### config.mk
export PLATFORM = sky130hd
export DESIGN_NAME = mem_arbiter_flat
export DESIGN_NICKNAME = d
export VERILOG_FILES = /design/src/rtl/mem_arbiter_if.sv /design/src/rtl/mem_arbiter.sv /design/src/flat_wrapper.sv
export SDC_FILE = /design/constraint.sdc
export NUM_CORES = 1
export LEC_CHECK = 0
export CAP_MARGIN = 25
export CORE_MARGIN = 4
export CORE_UTILIZATION = 41
export CTS_CLUSTER_DIAMETER = 30
export DETAILED_ROUTE_END_ITERATION = 6
export PLACE_DENSITY = 0.84
export SYNTH_ARGS = -nofsm -noshare
export SYNTH_HDL_FRONTEND = slang
export SYNTH_SLANG_ARGS = --single-unit
### constraint.sdc
create_clock -name CLK -period 1.65 [get_ports CLK]
set_input_delay 0.33 -clock CLK [delete_from_list [all_inputs] [get_ports CLK]]
set_output_delay 0.33 -clock CLK [all_outputs]
set_load 0.005 [all_outputs]
### src/rtl/mem_arbiter_if.sv
// CPU-side and RAM-side signals of the memory arbiter.
// The slave modport is the arbiter's view; master is the environment's view.
interface mem_arbiter_if #(
  parameter int AW = 32,
  parameter int DW = 32
);
  logic          iREN;
  logic [AW-1:0] iaddr;
  logic          dREN;
  logic          dWEN;
  logic [AW-1:0] daddr;
  logic [DW-1:0] dstore;
  logic          ihit;
  logic [DW-1:0] iload;
  logic          dhit;
  logic [DW-1:0] dload;
  logic          mem_err;
  logic          ramREN;
  logic          ramWEN;
  logic [AW-1:0] ramaddr;
  logic [DW-1:0] ramstore;
  logic [DW-1:0] ramload;
  logic [1:0]    ramstate;

  modport slave (
    input  iREN, iaddr, dREN, dWEN, daddr, dstore, ramload, ramstate,
    output ihit, iload, dhit, dload, mem_err, ramREN, ramWEN, ramaddr, ramstore
  );

  modport master (
    output iREN, iaddr, dREN, dWEN, daddr, dstore, ramload, ramstate,
    input  ihit, iload, dhit, dload, mem_err, ramREN, ramWEN, ramaddr, ramstore
  );
endinterface

### src/rtl/mem_arbiter.sv
// Arbitrates instruction fetch and data load/store onto a single-ported RAM,
// with registered hit pulses and a watchdog that aborts hung accesses.
//
// state | meaning
// IDLE  | no access in flight; accepts a request unless a hit pulsed this cycle
// DACC  | data access driving the RAM, waiting for ACCESS/ERROR/timeout
// IACC  | instruction fetch driving the RAM, waiting for ACCESS/ERROR/timeout
module mem_arbiter #(
  parameter int AW      = 32,
  parameter int DW      = 32,
  parameter int TIMEOUT = 255
) (
  input logic           CLK,
  input logic           nRST,
  mem_arbiter_if.slave  bus
);
  localparam int            CW       = (TIMEOUT > 1) ? $clog2(TIMEOUT) : 1;
  localparam logic [CW-1:0] CNT_LAST = CW'(TIMEOUT - 1);

  localparam logic [1:0] IDLE = 2'd0;
  localparam logic [1:0] DACC = 2'd1;
  localparam logic [1:0] IACC = 2'd2;

  localparam logic [1:0] RAM_ACCESS = 2'd2;
  localparam logic [1:0] RAM_ERROR  = 2'd3;

  logic [1:0]    state;
  logic [CW-1:0] wait_cnt;
  logic          ihit_q, dhit_q, err_q, ren_q, wen_q;
  logic [AW-1:0] addr_q;
  logic [DW-1:0] store_q, iload_q, dload_q;
  logic          acc_ok, acc_fail, acc_done;

  // ACCESS wins over a coincident watchdog expiry
  assign acc_ok   = (bus.ramstate == RAM_ACCESS);
  assign acc_fail = !acc_ok && ((bus.ramstate == RAM_ERROR) || (wait_cnt == CNT_LAST));
  assign acc_done = acc_ok || acc_fail;

  always_ff @(posedge CLK or negedge nRST) begin
    if (!nRST) begin
      state    <= IDLE;
      wait_cnt <= '0;
      ihit_q   <= 1'b0;
      dhit_q   <= 1'b0;
      err_q    <= 1'b0;
      ren_q    <= 1'b0;
      wen_q    <= 1'b0;
      addr_q   <= '0;
      store_q  <= '0;
      iload_q  <= '0;
      dload_q  <= '0;
    end else begin
      ihit_q <= 1'b0;
      dhit_q <= 1'b0;
      err_q  <= 1'b0;
      case (state)
        IDLE: begin
          wait_cnt <= '0;
          // the requester drops its request on the hit edge, so skip that cycle
          if (!(ihit_q || dhit_q)) begin
            if (bus.dREN || bus.dWEN) begin
              state   <= DACC;
              addr_q  <= bus.daddr;
              store_q <= bus.dstore;
              ren_q   <= !bus.dWEN;
              wen_q   <= bus.dWEN;
            end else if (bus.iREN) begin
              state  <= IACC;
              addr_q <= bus.iaddr;
              ren_q  <= 1'b1;
              wen_q  <= 1'b0;
            end
          end
        end
        DACC, IACC: begin
          if (acc_done) begin
            state    <= IDLE;
            ren_q    <= 1'b0;
            wen_q    <= 1'b0;
            wait_cnt <= '0;
            err_q    <= acc_fail;
            if (state == DACC) begin
              dhit_q <= 1'b1;
              if (acc_fail)    dload_q <= '0;
              else if (!wen_q) dload_q <= bus.ramload;
            end else begin
              ihit_q  <= 1'b1;
              iload_q <= acc_fail ? '0 : bus.ramload;
            end
          end else begin
            wait_cnt <= wait_cnt + CW'(1);
          end
        end
        default: begin
          state <= IDLE;
          ren_q <= 1'b0;
          wen_q <= 1'b0;
        end
      endcase
    end
  end

  assign bus.ihit     = ihit_q;
  assign bus.dhit     = dhit_q;
  assign bus.mem_err  = err_q;
  assign bus.iload    = iload_q;
  assign bus.dload    = dload_q;
  assign bus.ramREN   = ren_q;
  assign bus.ramWEN   = wen_q;
  assign bus.ramaddr  = addr_q;
  assign bus.ramstore = store_q;
endmodule

### src/flat_wrapper.sv
// flat-port wrapper written by rule: the top's interface ports become plain ports
module mem_arbiter_flat 
#(
  parameter int AW      = 32,
  parameter int DW      = 32,
  parameter int TIMEOUT = 255
)
  (CLK, nRST, bus_iREN, bus_iaddr, bus_dREN, bus_dWEN, bus_daddr, bus_dstore, bus_ramload, bus_ramstate, bus_ihit, bus_iload, bus_dhit, bus_dload, bus_mem_err, bus_ramREN, bus_ramWEN, bus_ramaddr, bus_ramstore);
  mem_arbiter_if #(.AW(AW), .DW(DW)) bus_i ();
  input logic CLK;
  input logic nRST;
  input wire logic [$bits(bus_i.iREN)-1:0] bus_iREN;
  input wire logic [$bits(bus_i.iaddr)-1:0] bus_iaddr;
  input wire logic [$bits(bus_i.dREN)-1:0] bus_dREN;
  input wire logic [$bits(bus_i.dWEN)-1:0] bus_dWEN;
  input wire logic [$bits(bus_i.daddr)-1:0] bus_daddr;
  input wire logic [$bits(bus_i.dstore)-1:0] bus_dstore;
  input wire logic [$bits(bus_i.ramload)-1:0] bus_ramload;
  input wire logic [$bits(bus_i.ramstate)-1:0] bus_ramstate;
  output wire logic [$bits(bus_i.ihit)-1:0] bus_ihit;
  output wire logic [$bits(bus_i.iload)-1:0] bus_iload;
  output wire logic [$bits(bus_i.dhit)-1:0] bus_dhit;
  output wire logic [$bits(bus_i.dload)-1:0] bus_dload;
  output wire logic [$bits(bus_i.mem_err)-1:0] bus_mem_err;
  output wire logic [$bits(bus_i.ramREN)-1:0] bus_ramREN;
  output wire logic [$bits(bus_i.ramWEN)-1:0] bus_ramWEN;
  output wire logic [$bits(bus_i.ramaddr)-1:0] bus_ramaddr;
  output wire logic [$bits(bus_i.ramstore)-1:0] bus_ramstore;
  assign bus_i.iREN = bus_iREN;
  assign bus_i.iaddr = bus_iaddr;
  assign bus_i.dREN = bus_dREN;
  assign bus_i.dWEN = bus_dWEN;
  assign bus_i.daddr = bus_daddr;
  assign bus_i.dstore = bus_dstore;
  assign bus_i.ramload = bus_ramload;
  assign bus_i.ramstate = bus_ramstate;
  assign bus_ihit = bus_i.ihit;
  assign bus_iload = bus_i.iload;
  assign bus_dhit = bus_i.dhit;
  assign bus_dload = bus_i.dload;
  assign bus_mem_err = bus_i.mem_err;
  assign bus_ramREN = bus_i.ramREN;
  assign bus_ramWEN = bus_i.ramWEN;
  assign bus_ramaddr = bus_i.ramaddr;
  assign bus_ramstore = bus_i.ramstore;
  mem_arbiter #(.AW(AW), .DW(DW), .TIMEOUT(TIMEOUT)) u_core (.CLK(CLK), .nRST(nRST), .bus(bus_i));
endmodule
# Word level (Yosys, flattened, before mapping)

Index checks and enable logic that the tools add are counted.

Flip-flop bits (word level): 143
Bits of input ports: 135
Output and inout bits: 133
Logic and storage cells: 68

Add/sub/neg operators: 1
Equality and inequality tests: 9
Muxes and demuxes: 29
Bitwise operators: 2
Reductions and logical operators: 16

Operator list:

| cell                                                            | number |
|---|---|
| 32-bit two-way mux                                              | 5 |
| 8-bit one-hot mux with 2 select lines                           | 1 |
| 1-bit two-way mux                                               | 15 |
| 3-bit AND reduction                                             | 4 |
| 8-bit by 1-bit adder with 8-bit output, second input constant   | 1 |
| 8-bit == test, second input constant                            | 1 |
| 2-bit two-way mux                                               | 4 |
| 8-bit two-way mux                                               | 1 |
| 2-bit == test, second input constant                            | 3 |
| 1-bit logical OR                                                | 4 |
| 2-bit != test, second input constant                            | 2 |
| 1-bit one-hot mux with 2 select lines                           | 2 |
| 2-bit one-hot mux with 2 select lines                           | 1 |
| 4-bit AND reduction                                             | 1 |
| 2-bit nonzero test                                              | 2 |
| 3-bit by 2-bit != test with 1-bit output, second input constant | 1 |
| 2-bit by 1-bit == test with 1-bit output, second input constant | 1 |
| 1-bit zero test                                                 | 2 |
| 2-bit zero test                                                 | 1 |
| 2-bit by 1-bit != test with 1-bit output, second input constant | 1 |
| 1-bit inverter                                                  | 2 |
| 2-bit OR reduction                                              | 1 |
| 1-bit logical AND                                               | 1 |

# Longest topological paths before layout

Depth after elaboration: 6
Depth in mapped cells: 7
Mapped depth without buffers: 6

# Worst setup path after synthesis

OpenSTA, ideal clock, no wires.

Path type: reg-to-reg
Start: register u_core.state[1]
End: register u_core.state[1]
Library setup time: 133 ps
Arrival: 1,413 ps
Data required time: 1,517 ps
Setup slack: 104 ps
Stages on the path, launching flop included: 7
Buffers on the path: 0
Clock period less this slack: 1,546 ps
Path through: dfrtp_1 -> inv_1 -> ha_1 -> nand2b_1 -> o21bai_2 -> a41oi_1 -> o22ai_1

Cells in the longest elaborated chain, start to end: 4
Elaborated cells between the ends (all ways): 9
Classes of those cells: 5 x eq/ne; 1 x mux; 3 x reduce/logical

Ends and longest elaborated chain:

| what                                                                      | line              | RTL |
|---|---|---|
| start: declaration                                                        | mem_arbiter.sv:27 | `logic [1:0] state;` |
| start signal: assignment                                                  | mem_arbiter.sv:41 | `state <= IDLE;` |
| start signal: assignment                                                  | mem_arbiter.sv:62 | `state <= DACC;` |
| start signal: assignment                                                  | mem_arbiter.sv:68 | `state <= IACC;` |
| 2-bit == test or 2-bit by 1-bit == test with 1-bit output (tied branches) | mem_arbiter.sv:56 | `case (state)` |
| 2-bit OR reduction                                                        | mem_arbiter.sv:56 |  |
| 2-bit by 1-bit != test with 1-bit output (no source line)                 | n/a               |  |
| 3-bit AND reduction (no source line)                                      | n/a               |  |

Parallel ways exist; a longest one is shown, timed or not.
A chain may end at the register's enable or synchronous reset.

# Worst setup path after layout

Start: register u_core.wait_cnt[0]
End: register u_core.dload_q[7], in the netlist u_core.bus.dload[7]

Cells in the longest elaborated chain, start to end: 5
Elaborated cells between the ends (all ways): 7
Classes of those cells: 2 x eq/ne; 1 x mux; 4 x reduce/logical

Ends and longest elaborated chain:

| what                                                               | line              | RTL |
|---|---|---|
| start: declaration                                                 | mem_arbiter.sv:28 | `logic [CW-1:0] wait_cnt;` |
| start signal: assignment                                           | mem_arbiter.sv:91 | `wait_cnt <= wait_cnt + CW'(1);` |
| 8-bit == test (*)                                                  | mem_arbiter.sv:36 | `assign acc_fail = !acc_ok && ((bus.ramstate == RAM_ERROR) \|\| (wait_cnt == CNT_LAST));` |
| 1-bit logical OR (*)                                               | mem_arbiter.sv:36 |  |
| 1-bit logical AND (*)                                              | mem_arbiter.sv:36 |  |
| 2-bit != test (no source line) or 1-bit logical OR (tied branches) | n/a               |  |
| 4-bit AND reduction (no source line)                               | n/a               |  |
| end signal: assignment                                             | mem_arbiter.sv:85 | `else if (!wen_q) dload_q <= bus.ramload;` |
| end: declaration                                                   | mem_arbiter.sv:31 | `logic [DW-1:0] store_q, iload_q, dload_q;` |

Every way passes the cells marked *; elsewhere a longest branch is shown, timed or not.

==> reports/results.tsv <==
stage	metric	value	unit
layout	nNetsFinal	876	
timing	whs	377	ps
grt	gr-usage-all-layers	0.207	
yosys	synth-main-ff-cell	dfrtp_1	
yosys	avgSynthCellArea	13.5	um^2
timing	tightest_slew	379	ps
grt	grt_pass1_vias	5158	
floorplanning	die_x	127	um
grt	antenna_found_initial	0	
drt	drtIter0Drc	225	
yosys	netlist.area_leader.share	0.617	
placed_design	dp_cells	875	
clocking	path_clk_slew	70	ps
grt	grt_max_degree	45	
timing	hold_viol_final	0	
layout	layout.cells.non_filler	928	
worst_setup_path	cp-end-kind	flip-flop	
floorplanning	coreArea	13900	um^2
timing	fin_crit	1640	ps
placed_design	postPlaceCellArea	8840	um^2
yosys	synthCells	430	
timing	slew_viol_final	0	
clocking	cts_tree	yes	
min_path	hold_class	input pin to async pin	
status	status	finished clean	
yosys	yosys_warnings	0	
timing	final-setup-viol-count	0	
clocking	cts_buffer_depth	2	
clocking	cts_inserted_buffers	17	
power	p_leak	0.00497	uW
drt	vias_per_cell	5.21	
yosys	async_reset_ff_frac	1.00	
grt	grt_pass1_wl	26400	um
yosys	synth_edf_count	0	
layout	fin_area	9800	um^2
timing	fmax	612	MHz
layout	final_cell_mix	179 x clkdlybuf4s50_1, 142 x dfrtp_1, 64 x a22o_1	
clocking	clk-insertion-delay-late	420	ps
yosys	synthTopCellsByArea	dfrtp_1 62%, a22o_1 9.7%, mux2_1 5.6%	
timing	slew_headroom	0.748	
timing	rsz0062_at_grt	true	
clocking	h-tree-depth	4	
placed_design	place_congestion	0.798	
worst_setup_path	worst-setup-path-type	flip-flop to flip-flop	
floorplanning	dieArea	16100	um^2
placed_design	hpwlAfterDp	12100	um
placed_design	io_buffers	267	
worst_setup_path	cp_max_fo	10	
layout	n_antenna_cell	0	
power	power_density	1720	nW/um^2
layout	syn_to_final_growth	69.0	%
timing	fin_worst_skew	7.50	ps
drt	wirelength	17600	um
drt	drc_errors	0	
power	vdd_drop_max	0.927	mV
clocking	cts.sinks	143	
clocking	root_buffer	clkbuf_16	
floorplanning	initial_core_util	0.418	
grt	gr-total-overflow	0	
floorplanning	rows	43	
worst_setup_path	cp.arrival	1930	ps
layout	drive_above_1_share	0.131	
worst_setup_path	required	1950	ps
yosys	ys_types	43	
floorplanning	fp.dieH	127	um
yosys	synth_area	5800	um^2
drt	routedWlPerCell	18.9	um
yosys	postSynthNetCount	571	
worst_setup_path	cp-start-kind	flip-flop	
yosys	yosysSeqAreaShare	0.617	
floorplanning	ios	268	
drt	vias	4834	
drt	first_pass_iters	4	
timing	final.period_utilization	0.991	
placed_design	place_ws	-230	ps
yosys	ys_ff_latch	143	
timing	finalWorstSetupSlack	14.8	ps
run	drv_cap	0	
yosys	yosys.area.top_type	dfrtp_1	
drt	ant_nets	0	
layout	mostFrequentLayoutCell	clkdlybuf4s50_1	
## Yosys cell counts, types with 2 or more instances
master	count
nand4b_1	2
mux2_2	3
nand4_4	2
buf_2	14
nor2_1	44
xnor2_1	3
o31a_1	2
xor2_1	2
o2bb2ai_1	2
ha_1	6
inv_1	4
a21o_1	2
dfrtp_1	143
clkbuf_1	3
o31ai_1	2
nand2_1	7
mux2i_1	32
a22o_1	64
buf_6	3
mux2_1	29
buf_4	7
a21oi_1	32
and2_1	2
## power by group
| group | switching [uW] | internal [uW] | total, uW |
|---|---|---|---|
| Clock | 1660 | 2160 | 3820 |
| Sequential | 855 | 5020 | 5880 |
| Combinational | 2820 | 4290 | 7110 |
## repair_timing
action,CTS,global route
resized for setup,30,68
cloned,0,2
setup buffers,7,11
setup endpoints to repair,31,111
hold buffers,1,0
hold endpoints to repair,32,0
pin swaps,0,2
## worst max-delay path, cell delays in order, from the launching register on
cell and delay [ps]:
dfrtp_1 390, inv_2 90, ha_4 150, nand3_4 80, o21bai_4 190, nand4_4 200
clkbuf_16 230, a22o_1 190
## path summary, 6_finish.rpt
kind / startpoint / to / slack, ps / cells after the start
min in group CLK: u_core.bus.ramstore[3]$_DFFE_PN0P_ / u_core.bus.ramstore[3]$_DFFE_PN0P_ / 490 / 1
max in group asynchronous: nRST / u_core.bus.iload[18]$_DFFE_PN0P_ / 690 / 3
worst max-delay path: u_core.wait_cnt[0]$_DFFE_PN0P_ / u_core.bus.dload[7]$_DFFE_PN0P_ / 10 / 7
worst min-delay path: nRST / u_core.bus.iload[12]$_DFFE_PN0P_ / 380 / 2
worst max register to register: u_core.wait_cnt[0]$_DFFE_PN0P_ / u_core.bus.dload[7]$_DFFE_PN0P_ / 10 / 7
worst min register to register: u_core.bus.ramstore[3]$_DFFE_PN0P_ / u_core.bus.ramstore[3]$_DFFE_PN0P_ / 490 / 1
## registers in the layout (all words and copies together), names as in the netlist
register and cells:
u_core.bus.ramREN 1, u_core.state 2, u_core.bus.dhit 1, u_core.bus.mem_err 1, u_core.bus.ramstore 32, u_core.bus.ramWEN 1
u_core.bus.iload 32, u_core.bus.ramaddr 32, u_core.bus.dload 32, u_core.bus.ihit 1, u_core.wait_cnt 8
## per-layer routing
metal | wire (um) | global-route usage | vias to the layer above | share of wire
met1 | 6680 | 0.249 | 2361 | 0.38
met5 | 0 | 0 | - | 0
met2 | 8820 | 0.345 | 252 | 0.50
met3 | 1590 | 0.0699 | 35 | 0.090
li1 | - | - | 2186 | -
met4 | 470 | 0.0808 | 0 | 0.027
## per-stage QoR
stage / setup TNS (ps) / power [uW] / util
3_3_place_gp: -14840 / 12700 / 0.637
2_1_floorplan: 0 / 8590 / -
4_1_cts: 0 / 16800 / 0.682
6_report: 0 / 16800 / 0.706
3_5_place_dp: -20330 / 13000 / 0.637
5_1_grt: -1160 / 17800 / 0.706
## area by class of cell
| class | count | area (um^2) |
|---|---|---|
| Fill cell | 928 | 4080 |
| Inverter | 4 | 15.0 |
| Sequential cell | 143 | 3580 |
| Timing Repair Buffer | 313 | 3280 |
| Multi-Input combinational cell | 256 | 2100 |
| Clock inverter | 15 | 170 |
| Clock buffer | 17 | 425 |
| Tap cell | 180 | 225 |
## cells by family (layout without fill, tap and decap cells)
kind of cell | after synthesis | in the layout | synth area share
mux | 64 | 64 | 0.117
flops | 143 | 143 | 0.617
fa+ha+maj | 6 | 6 | 0.0129
buf+inv | 31 | 349 | 0.0315
simple gates | 69 | 69 | 0.0641
compound gates | 112 | 112 | 0.150
xor+xnor | 5 | 5 | 0.00755
No activity file was read; power rests on OpenSTA's default activity.
==> RTL edit, RTL diff (same flow settings) <==
`TIMEOUT` is set to 255 in 2 places; all go to 510.
--- a/src/rtl/mem_arbiter.sv
+++ b/src/rtl/mem_arbiter.sv
@@ -8,7 +8,7 @@
 module mem_arbiter #(
   parameter int AW      = 32,
   parameter int DW      = 32,
-  parameter int TIMEOUT = 255
+  parameter int TIMEOUT = 510
 ) (
   input logic           CLK,
   input logic           nRST,
--- a/src/flat_wrapper.sv
+++ b/src/flat_wrapper.sv
@@ -3,7 +3,7 @@
 #(
   parameter int AW      = 32,
   parameter int DW      = 32,
-  parameter int TIMEOUT = 255
+  parameter int TIMEOUT = 510
 )
   (CLK, nRST, bus_iREN, bus_iaddr, bus_dREN, bus_dWEN, bus_daddr, bus_dstore, bus_ramload, bus_ramstate, bus_ihit, bus_iload, bus_dhit, bus_dload, bus_mem_err, bus_ramREN, bus_ramWEN, bus_ramaddr, bus_ramstore);
   mem_arbiter_if #(.AW(AW), .DW(DW)) bus_i ();
Behaviour: same outputs for any inputs over 4 cycles, from zero or initial values and one cycle with nRST low; that may be too few to reach the edited logic, so the function may still have changed.
==> RTL edit against the unedited design <==
Power is 0.87% higher; setup slack better by 0.0097 ns; global-route usage is 1.2 points higher; synthesized area is 0.80% higher; highest routed layer unchanged; largest power group unchanged; wire length is 3.8% higher; sequential cell count is 1 higher; cell area is 0.50% lower; register-to-register slack better by 0.07 ns.
==> RTL edit: results (changes against the unedited design) <==
crit-path max FO 2 (was 10); inverters 6 (was 4); fraction of area in registers 36.95% (was 36.52%); buffering overhead 32.90% (was 33.49%); synth cell count leaders dfrtp_1 (144), a22o_1 (65), nor2_1 (42), a21oi_1 (34) (was dfrtp_1 (143), a22o_1 (64), nor2_1 (44), a21oi_1 (32), mux2i_1 (32)); routability cong. 0.8476 (was 0.7976); worst setup slack after layout 0.02447 ns (was 0.01478 ns); Place WS -0.2388 ns (was -0.2301 ns); slew margin rel. 71.44% (was 74.76%); end of the critical path bus_dload[11] (was u_core.bus.dload[7]$_DFFE_PN0P_); worst reg2reg path startpoint u_core.wait_cnt[1]$_DFFE_PN0P_ (was u_core.wait_cnt[0]$_DFFE_PN0P_); P per Cell Area 1739 mW/mm2 (was 1715 mW/mm2); Post-Route Skew 0.005513 ns (was 0.007505 ns); CP max stage delay 0.53 ns (was 0.39 ns); Final clock-cell share 6.094% (was 6.077%); area post-placement 0.008931 mm2 (was 0.008838 mm2); top cells by area, synth dfrtp_1 (62%), a22o_1 (9.7%), mux2_2 (6.2%) (was dfrtp_1 (62%), a22o_1 (9.7%), mux2_1 (5.6%)); sequential fraction of the synthesis area 61.64% (was 61.70%); # Post-CTS Setup Buffers 4 (was 7); crit path max-delay cell type clkdlybuf4s50_1 (was dfrtp_1); Leak Pwr 4.785 nW (was 4.966 nW); multi-input combinational cell area 0.002098 mm2 (was 0.002103 mm2); CP top delay family buffers and inverters (was flip-flops); Min Hold Slack 0.4017 ns (was 0.3766 ns); Arr. time, crit path 1.30 ns (was 1.93 ns); Netlist cell types 40 (was 43); WL met1 6780 um (was 6677 um); reg2reg setup slack 0.08 ns (was 0.01 ns); layout cells sized above 1 16.14% (was 13.10%); largest net degree at the start of global routing 47 (was 45); # fillers 905 (was 928); maximum vdd drop 877.2 uV (was 927.1 uV); net count after synthesis 582 (was 571); vias in the first global route 5,103 (was 5,158); final wirelength 18,220 um (was 17,560 um); total number of vias 4,869 (was 4,834); status completed (unchanged); Post-DP HPWL 13,390 um (was 12,140 um)
==> RTL edit: cells by family after synthesis <==
group | count (synthesis) | synth area share [%]
multiplexers | 64 | 11.64
XOR/XNOR | 5 | 0.7491
AO/OA/AOI/OAI | 114 | 14.75
flip-flops | 144 | 61.64
AND/OR/NAND/NOR | 74 | 6.871
adder cells (fa/ha/maj) | 6 | 1.284
buffers and inverters | 34 | 3.061
==> RTL edit: per-layer routing <==
metal | GRT usage, % | vias to the layer above
met5 | 0 | -
met4 | 8.076 | 0
met3 | 7.232 | 28
met2 | 37.57 | 230
met1 | 25.60 | 2401
li1 | - | 2210
==> RTL edit: power by group <==
group          internal, mW  switching, mW  leakage [nW]  total [mW]
sequential             5.05          0.865          1.80        5.92
clock                  2.39           1.43         0.287        3.82
combinational          4.38           2.84          2.70        7.22
==> RTL edit: metrics by stage <==
stage | total power [mW] | std cells
floorplan | 8.714 | 441
detailed placement | 13.31 | 888
global placement | 12.99 | 888
CTS | 17.06 | 925
finish | 16.96 | 936
global route | 17.85 | 936
